**config.mk**
```make
export PLATFORM = sky130hd
export DESIGN_NAME = i2c_slave_target_fsm_flat
export DESIGN_NICKNAME = d
export VERILOG_FILES = /design/src/rtl/i2c_slave_target_fsm_if.sv /design/src/rtl/i2c_slave_target_fsm.sv /design/src/flat_wrapper.sv
export SDC_FILE = /design/constraint.sdc
export NUM_CORES = 1
export LEC_CHECK = 0
export BUFFER_PORTS_ARGS = -buffer_cell sky130_fd_sc_hd__buf_2
export CORE_MARGIN = 1.5
export CORE_UTILIZATION = 60
export CTS_CLUSTER_DIAMETER = 80
export DETAILED_ROUTE_END_ITERATION = 10
export PLACE_DENSITY = 0.83
export SETUP_SLACK_MARGIN = 0.3
export SKIP_LAST_GASP = 1
export SYNTH_ARGS = -nofsm -noshare
export SYNTH_HDL_FRONTEND = slang
export SYNTH_SLANG_ARGS = --single-unit
```
**constraint.sdc**
```tcl
create_clock -name pclk -period 2.6 [get_ports pclk]
set_clock_uncertainty 0.1 [all_clocks]
set_input_delay 0.26 -clock pclk [delete_from_list [all_inputs] [get_ports pclk]]
set_output_delay 0.26 -clock pclk [all_outputs]
set_load 0.03 [all_outputs]
```
**src/rtl/i2c_slave_target_fsm_if.sv**
```systemverilog
// i2c_slave_target_fsm_if: open-drain I2C pin bundle.
// scl_i/sda_i: bus pin levels; sda_oe: 1 = target pulls SDA low.
interface i2c_slave_target_fsm_if;
  logic scl_i;
  logic sda_i;
  logic sda_oe;

  modport master (
    output scl_i,
    output sda_i,
    input  sda_oe
  );

  modport slave (
    input  scl_i,
    input  sda_i,
    output sda_oe
  );
endinterface

```
**src/rtl/i2c_slave_target_fsm.sv**
```systemverilog
// i2c_slave_target_fsm: I2C target with one DATA_WIDTH register.
// Ports: pclk, areset_n, bus (scl_i, sda_i, sda_oe), reg_q,
//        wr_done, rd_done, busy.
module i2c_slave_target_fsm #(
  parameter logic [6:0] SLAVE_ADDRESS = 7'b110_1000,
  parameter int DATA_WIDTH = 32,
  parameter logic [DATA_WIDTH-1:0] RESET_VALUE = '0
) (
  input  logic                  pclk,
  input  logic                  areset_n,
  i2c_slave_target_fsm_if.slave bus,
  output logic [DATA_WIDTH-1:0] reg_q,
  output logic                  wr_done,
  output logic                  rd_done,
  output logic                  busy
);

  localparam int BYTES = DATA_WIDTH / 8;
  localparam int IW = $clog2(BYTES + 1);
  localparam logic [IW-1:0] LAST = IW'(BYTES - 1);
  localparam logic [IW-1:0] OVF = IW'(BYTES);

  typedef enum logic [2:0] {
    IDLE,
    ADDR,
    ADDR_ACK,
    WR_DATA,
    WR_ACK,
    RD_DATA,
    RD_MACK,
    IGNORE
  } state_t;

  logic scl_s1, scl_s2, scl_d;
  logic sda_s1, sda_s2, sda_d;

  // Reset to the idle bus level so no edge is seen on release.
  always_ff @(posedge pclk or negedge areset_n) begin
    if (!areset_n) begin
      scl_s1 <= 1'b1;
      scl_s2 <= 1'b1;
      scl_d  <= 1'b1;
      sda_s1 <= 1'b1;
      sda_s2 <= 1'b1;
      sda_d  <= 1'b1;
    end else begin
      scl_s1 <= bus.scl_i;
      scl_s2 <= scl_s1;
      scl_d  <= scl_s2;
      sda_s1 <= bus.sda_i;
      sda_s2 <= sda_s1;
      sda_d  <= sda_s2;
    end
  end

  logic scl_rise, scl_fall;
  logic start_det, stop_det;

  assign scl_rise  = scl_s2 & ~scl_d;
  assign scl_fall  = ~scl_s2 & scl_d;
  assign start_det = scl_s2 & scl_d
                   & sda_d & ~sda_s2;
  assign stop_det  = scl_s2 & scl_d
                   & ~sda_d & sda_s2;

  state_t                state;
  logic [3:0]            cnt;
  logic [7:0]            sh;
  logic                  rw;
  logic [IW-1:0]         idx;
  logic [DATA_WIDTH-1:0] stage;
  logic [DATA_WIDTH-1:0] snap;
  logic [DATA_WIDTH-1:0] snap_rot;

  // Read snapshot rotates left a byte per master ACK, so the
  // top byte is always the next one out and wrap is free.
  assign snap_rot = (snap << 8)
                  | (snap >> (DATA_WIDTH - 8));

  always_ff @(posedge pclk or negedge areset_n) begin
    if (!areset_n) begin
      state      <= IDLE;
      cnt        <= '0;
      sh         <= '0;
      rw         <= 1'b0;
      idx        <= '0;
      stage      <= '0;
      snap       <= '0;
      reg_q      <= RESET_VALUE;
      bus.sda_oe <= 1'b0;
      wr_done    <= 1'b0;
      rd_done    <= 1'b0;
      busy       <= 1'b0;
    end else begin
      wr_done <= 1'b0;
      rd_done <= 1'b0;
      if (stop_det) begin
        state      <= IDLE;
        cnt        <= '0;
        stage      <= '0;
        bus.sda_oe <= 1'b0;
        busy       <= 1'b0;
      end else if (start_det) begin
        state      <= ADDR;
        cnt        <= '0;
        stage      <= '0;
        bus.sda_oe <= 1'b0;
        busy       <= 1'b0;
      end else begin
        unique case (state)
          IDLE: begin
          end
          ADDR: begin
            if (scl_rise) begin
              sh  <= {sh[6:0], sda_s2};
              cnt <= cnt + 4'd1;
            end else if (scl_fall && cnt == 4'd8) begin
              cnt <= '0;
              rw  <= sh[0];
              if (sh[7:1] == SLAVE_ADDRESS) begin
                state      <= ADDR_ACK;
                bus.sda_oe <= 1'b1;
                busy       <= 1'b1;
              end else begin
                state <= IGNORE;
              end
            end
          end
          ADDR_ACK: begin
            if (scl_fall) begin
              cnt <= '0;
              if (rw) begin
                snap       <= reg_q;
                sh         <= reg_q[DATA_WIDTH-1 -: 8];
                bus.sda_oe <= ~reg_q[DATA_WIDTH-1];
                state      <= RD_DATA;
              end else begin
                bus.sda_oe <= 1'b0;
                idx        <= '0;
                state      <= WR_DATA;
              end
            end
          end
          WR_DATA: begin
            if (scl_rise) begin
              sh  <= {sh[6:0], sda_s2};
              cnt <= cnt + 4'd1;
            end else if (scl_fall && cnt == 4'd8) begin
              cnt <= '0;
              if (idx == OVF) begin
                // Overflow byte: leaving SDA released is the NACK.
                state <= IGNORE;
              end else begin
                stage <= (stage << 8)
                       | DATA_WIDTH'(sh);
                bus.sda_oe <= 1'b1;
                state      <= WR_ACK;
              end
            end
          end
          WR_ACK: begin
            if (scl_rise && idx == LAST) begin
              reg_q   <= stage;
              wr_done <= 1'b1;
            end else if (scl_fall) begin
              bus.sda_oe <= 1'b0;
              idx        <= idx + IW'(1);
              state      <= WR_DATA;
            end
          end
          RD_DATA: begin
            if (scl_rise) begin
              cnt <= cnt + 4'd1;
            end else if (scl_fall) begin
              if (cnt == 4'd8) begin
                cnt        <= '0;
                bus.sda_oe <= 1'b0;
                state      <= RD_MACK;
              end else begin
                sh         <= {sh[6:0], 1'b0};
                bus.sda_oe <= ~sh[6];
              end
            end
          end
          RD_MACK: begin
            if (scl_rise) begin
              if (sda_s2) begin
                rd_done <= 1'b1;
                state   <= IGNORE;
              end else begin
                snap <= snap_rot;
                sh   <= snap_rot[DATA_WIDTH-1 -: 8];
              end
            end else if (scl_fall) begin
              cnt        <= '0;
              bus.sda_oe <= ~sh[7];
              state      <= RD_DATA;
            end
          end
          IGNORE: begin
          end
          default: begin
            state <= IDLE;
          end
        endcase
      end
    end
  end

endmodule

```
**src/flat_wrapper.sv**
```systemverilog
// flat-port wrapper written by rule: the top's interface ports become plain ports
module i2c_slave_target_fsm_flat 
#(
  parameter logic [6:0] SLAVE_ADDRESS = 7'b110_1000,
  parameter int DATA_WIDTH = 32,
  parameter logic [DATA_WIDTH-1:0] RESET_VALUE = '0
)
  (pclk, areset_n, reg_q, wr_done, rd_done, busy, bus_scl_i, bus_sda_i, bus_sda_oe);
  i2c_slave_target_fsm_if bus_i ();
  input  logic pclk;
  input  logic areset_n;
  output logic [DATA_WIDTH-1:0] reg_q;
  output logic wr_done;
  output logic rd_done;
  output logic busy;
  input wire logic [$bits(bus_i.scl_i)-1:0] bus_scl_i;
  input wire logic [$bits(bus_i.sda_i)-1:0] bus_sda_i;
  output wire logic [$bits(bus_i.sda_oe)-1:0] bus_sda_oe;
  assign bus_i.scl_i = bus_scl_i;
  assign bus_i.sda_i = bus_sda_i;
  assign bus_sda_oe = bus_i.sda_oe;
  i2c_slave_target_fsm #(.SLAVE_ADDRESS(SLAVE_ADDRESS), .DATA_WIDTH(DATA_WIDTH), .RESET_VALUE(RESET_VALUE)) u_core (.pclk(pclk), .areset_n(areset_n), .bus(bus_i), .reg_q(reg_q), .wr_done(wr_done), .rd_done(rd_done), .busy(busy));
endmodule
```
==> results.yml <==
global_route:
  grt_pass1_wl_um: 21300
  grt.total_usage_pct: 27.8
  gr-total-overflow: 0
  antenna_found_initial: 0
  grt_max_degree: 65
  grt_pass1_vias: 4112
timing:
  finalMaxSlewViolations: 0
  rsz0062_at_grt: "false"
  min_period_ns: 2.15
  fin_crit_sh_pct: 82.6
  setup_viol: 0
  relSlewSlack_pct: 48.5
  clock.fmax_mhz: 465
  hold_viol: 0
  worst_slew_pin_slew_ns: 0.772
  fin_setup_tns_ns: 0
cts:
  cts_tree: "yes"
  post_cts_buffers: 0
  clk_path_buf_depth: 2
  clock_latency_ns: 0.52
  cts_inserted_buffers: 17
  path_clk_slew_ns: 0.06
  htreeDepth: 4
  cts_sinks: 125
  cts_root_buffer: "clkbuf_8"
worst_hold_path:
  hold_path_class: "in2async"
power_and_ir_drop:
  leakagePower_nw: 3.07
  power_mw: 5.53
  peakVddDrop_uv: 485
  power_density_mw_per_mm2: 837
placement:
  portBuffers: 39
  dp.final_hpwl_um: 8380
  routabilityCongestion: 0.907
drt:
  vias_per_cell: 5.82
  dr.pass1.iters: 4
  drt-wirelength-per-cell_um: 18.2
  dr.first_iter.drc_count: 307
  detail_route.drc_violations: 0
  vias: 4166
  drtAntennaViolNets: 0
  routed_wl_um: 13000
critical_path:
  cp-end-kind: "flop"
  critical_path.max_fanout: 8
  cpPeakStageDelay_ns: 0.49
  worstPathArrival_ns: 2.45
  slowest_stage: "o21a_1"
  crit_type: "reg2reg"
  startpoint_type: "flop"
  crit_chain: "inv_1 -> ha_1 -> nand3b_1 -> a32oi_1 -> o21a_1 -> mux2_4"
  crit_buf_inv: 1
  cp.required_ns: 2.90
  crit_family: "compound AO/OA/AOI/OAI gates"
synthesis:
  synth.net_count: 545
  synth_edf_count: 0
  synth_cell_type_count: 54
  syn_inst: 536
  seq_area_frac_synth_pct: 54.6
  synth_seq_cells: 125
  ys_warn_count: 0
  ys.flop_type: "dfrtp_1"
  syn-cell-area_mm2: 0.00574
  avgSynthCellArea_um2: 10.7
  ys_async_sr_fraction_pct: 100
outcome:
  outcome: "finished clean"
die:
  num_io_pins: 40
  fp.dieArea_mm2: 0.0102
  dieHeight_um: 101
  rows: 35
  die_w_um: 101
  start_util_pct: 62.2
  coreArea_mm2: 0.00924
layout:
  drive_gt1_share_pct: 24.9
  final_nets: 583
  final_common_cell: "dfrtp_1"
  layout_common_cells: "117 x dfrtp_1, 112 x nand2_1, 75 x o21ai_0"
  num_antenna_cells: 0
  synthToLayoutAreaGrowth_pct: 15.0
  fillers: 650
run:
  timing.max_cap.violations: 0
flip-flops by register name, indices dropped and copies added (netlist names):
register and count:
u_core.bus.sda_oe 1, u_core.busy 1, u_core.cnt 4, u_core.idx 3, u_core.rd_done 1, u_core.reg_q 32, u_core.rw 1, u_core.scl_d 1
u_core.scl_s1 1, u_core.scl_s2 1, u_core.sda_d 1, u_core.sda_s1 1, u_core.sda_s2 1, u_core.sh 8, u_core.snap 32, u_core.stage 32
u_core.state 3, u_core.wr_done 1
path summary, 6_finish.rpt:
check	start	end	slack [ns]	depth (start not counted)
max in group asynchronous	areset_n	u_core.state[2]	1.31	3
hold reg to reg	u_core.scl_s1	u_core.scl_s2	0.26	0
min in group pclk	u_core.scl_s1	u_core.scl_s2	0.26	0
setup / recovery	u_core.cnt[0]	u_core.sh[4]	0.45	6
hold / removal	areset_n	u_core.cnt[2]	0.25	2
setup reg to reg	u_core.cnt[0]	u_core.sh[4]	0.45	6
cells by family after synthesis:
kind of cell	count (synthesis)	share of synthesized area (%)
buffers and inverters	43	4.31
DFF	125	54.6
AOI/OAI and AO/OA	113	11.3
xor gates and xnor gates	1	0.153
and+or+nand+nor	172	13.7
adders and majority gates	5	1.09
muxes	77	14.9
per-stage QoR:
| step | setup WS, ns | cells | cell area [um^2] | hold WS [ns] | utilization, % |
|---|---|---|---|---|---|
| 3_5_place_dp | 0.377 | 681 | 6020 | 0.249 | 65.1 |
| 2_1_floorplan | 0.690 | 536 | 5740 | -0.136 | - |
| 6_report | 0.451 | 716 | 6610 | 0.253 | 71.5 |
| 4_1_cts | 0.366 | 716 | 6600 | 0.257 | 71.5 |
| 5_1_grt | 0.337 | 716 | 6610 | 0.258 | 71.5 |
| 3_3_place_gp | 0.399 | 681 | 6020 | 0.246 | 65.1 |
worst register-to-register path: stages, from the launching register on:
cell	delay, ns
dfrtp_1	0.40
inv_1	0.09
ha_1	0.17
nand3b_1	0.19
a32oi_1	0.24
o21a_1	0.49
mux2_4	0.35
cell type report:
class / instances / area [um^2] / area share [%]
inverter: 9 / 33.8 / 0.511
sequential: 125 / 3140 / 47.5
clock inverter: 15 / 140 / 2.12
timing repair buffer: 53 / 348 / 5.27
multi-input combinational: 368 / 2370 / 35.9
clock buffer: 17 / 414 / 6.27
tap: 129 / 161 / 2.44
Yosys cell counts, types with 6 or more instances:
master / n / area, um^2
buf_2: 10 / 50.1
nor2b_1: 6 / 37.5
nand2_1: 113 / 424
a21oi_1: 12 / 60.1
buf_4: 9 / 67.6
dfstp_2: 6 / 158
mux2_2: 36 / 405
dfrtp_1: 119 / 2980
nor2_1: 19 / 71.3
clkbuf_1: 8 / 30.0
o21ai_0: 75 / 375
mux2_4: 8 / 120
mux2i_1: 33 / 330
inv_1: 8 / 30.0
nand3_1: 6 / 30.0
nand2b_1: 8 / 50.1
report_power, final:
| part | internal, mW | switching [mW] | total [mW] |
|---|---|---|---|
| registers | 2.06 | 0.183 | 2.25 |
| logic | 0.478 | 0.614 | 1.09 |
| clock network | 1.28 | 0.910 | 2.19 |
timing repair:
action / 4_1_cts / 5_1_grt
hold buffers: 3 / 0
hold endpoints to repair: 51 / 0
gates resized for setup: 0 / 2
endpoints found under the setup margin: 0 / 29
layer usage:
metal  wire length [um]  part of all wire [%]  up-vias  track usage, %
li1                   -                     -     1923               -
met1               5990                    46     2119            39.2
met2               6270                    48       99            43.7
met3                529                   4.1       25            6.03
met4                260                   2.0        0            8.67
met5                  0                     0        -               0
Note: power is estimated with default switching activity, not from simulation.
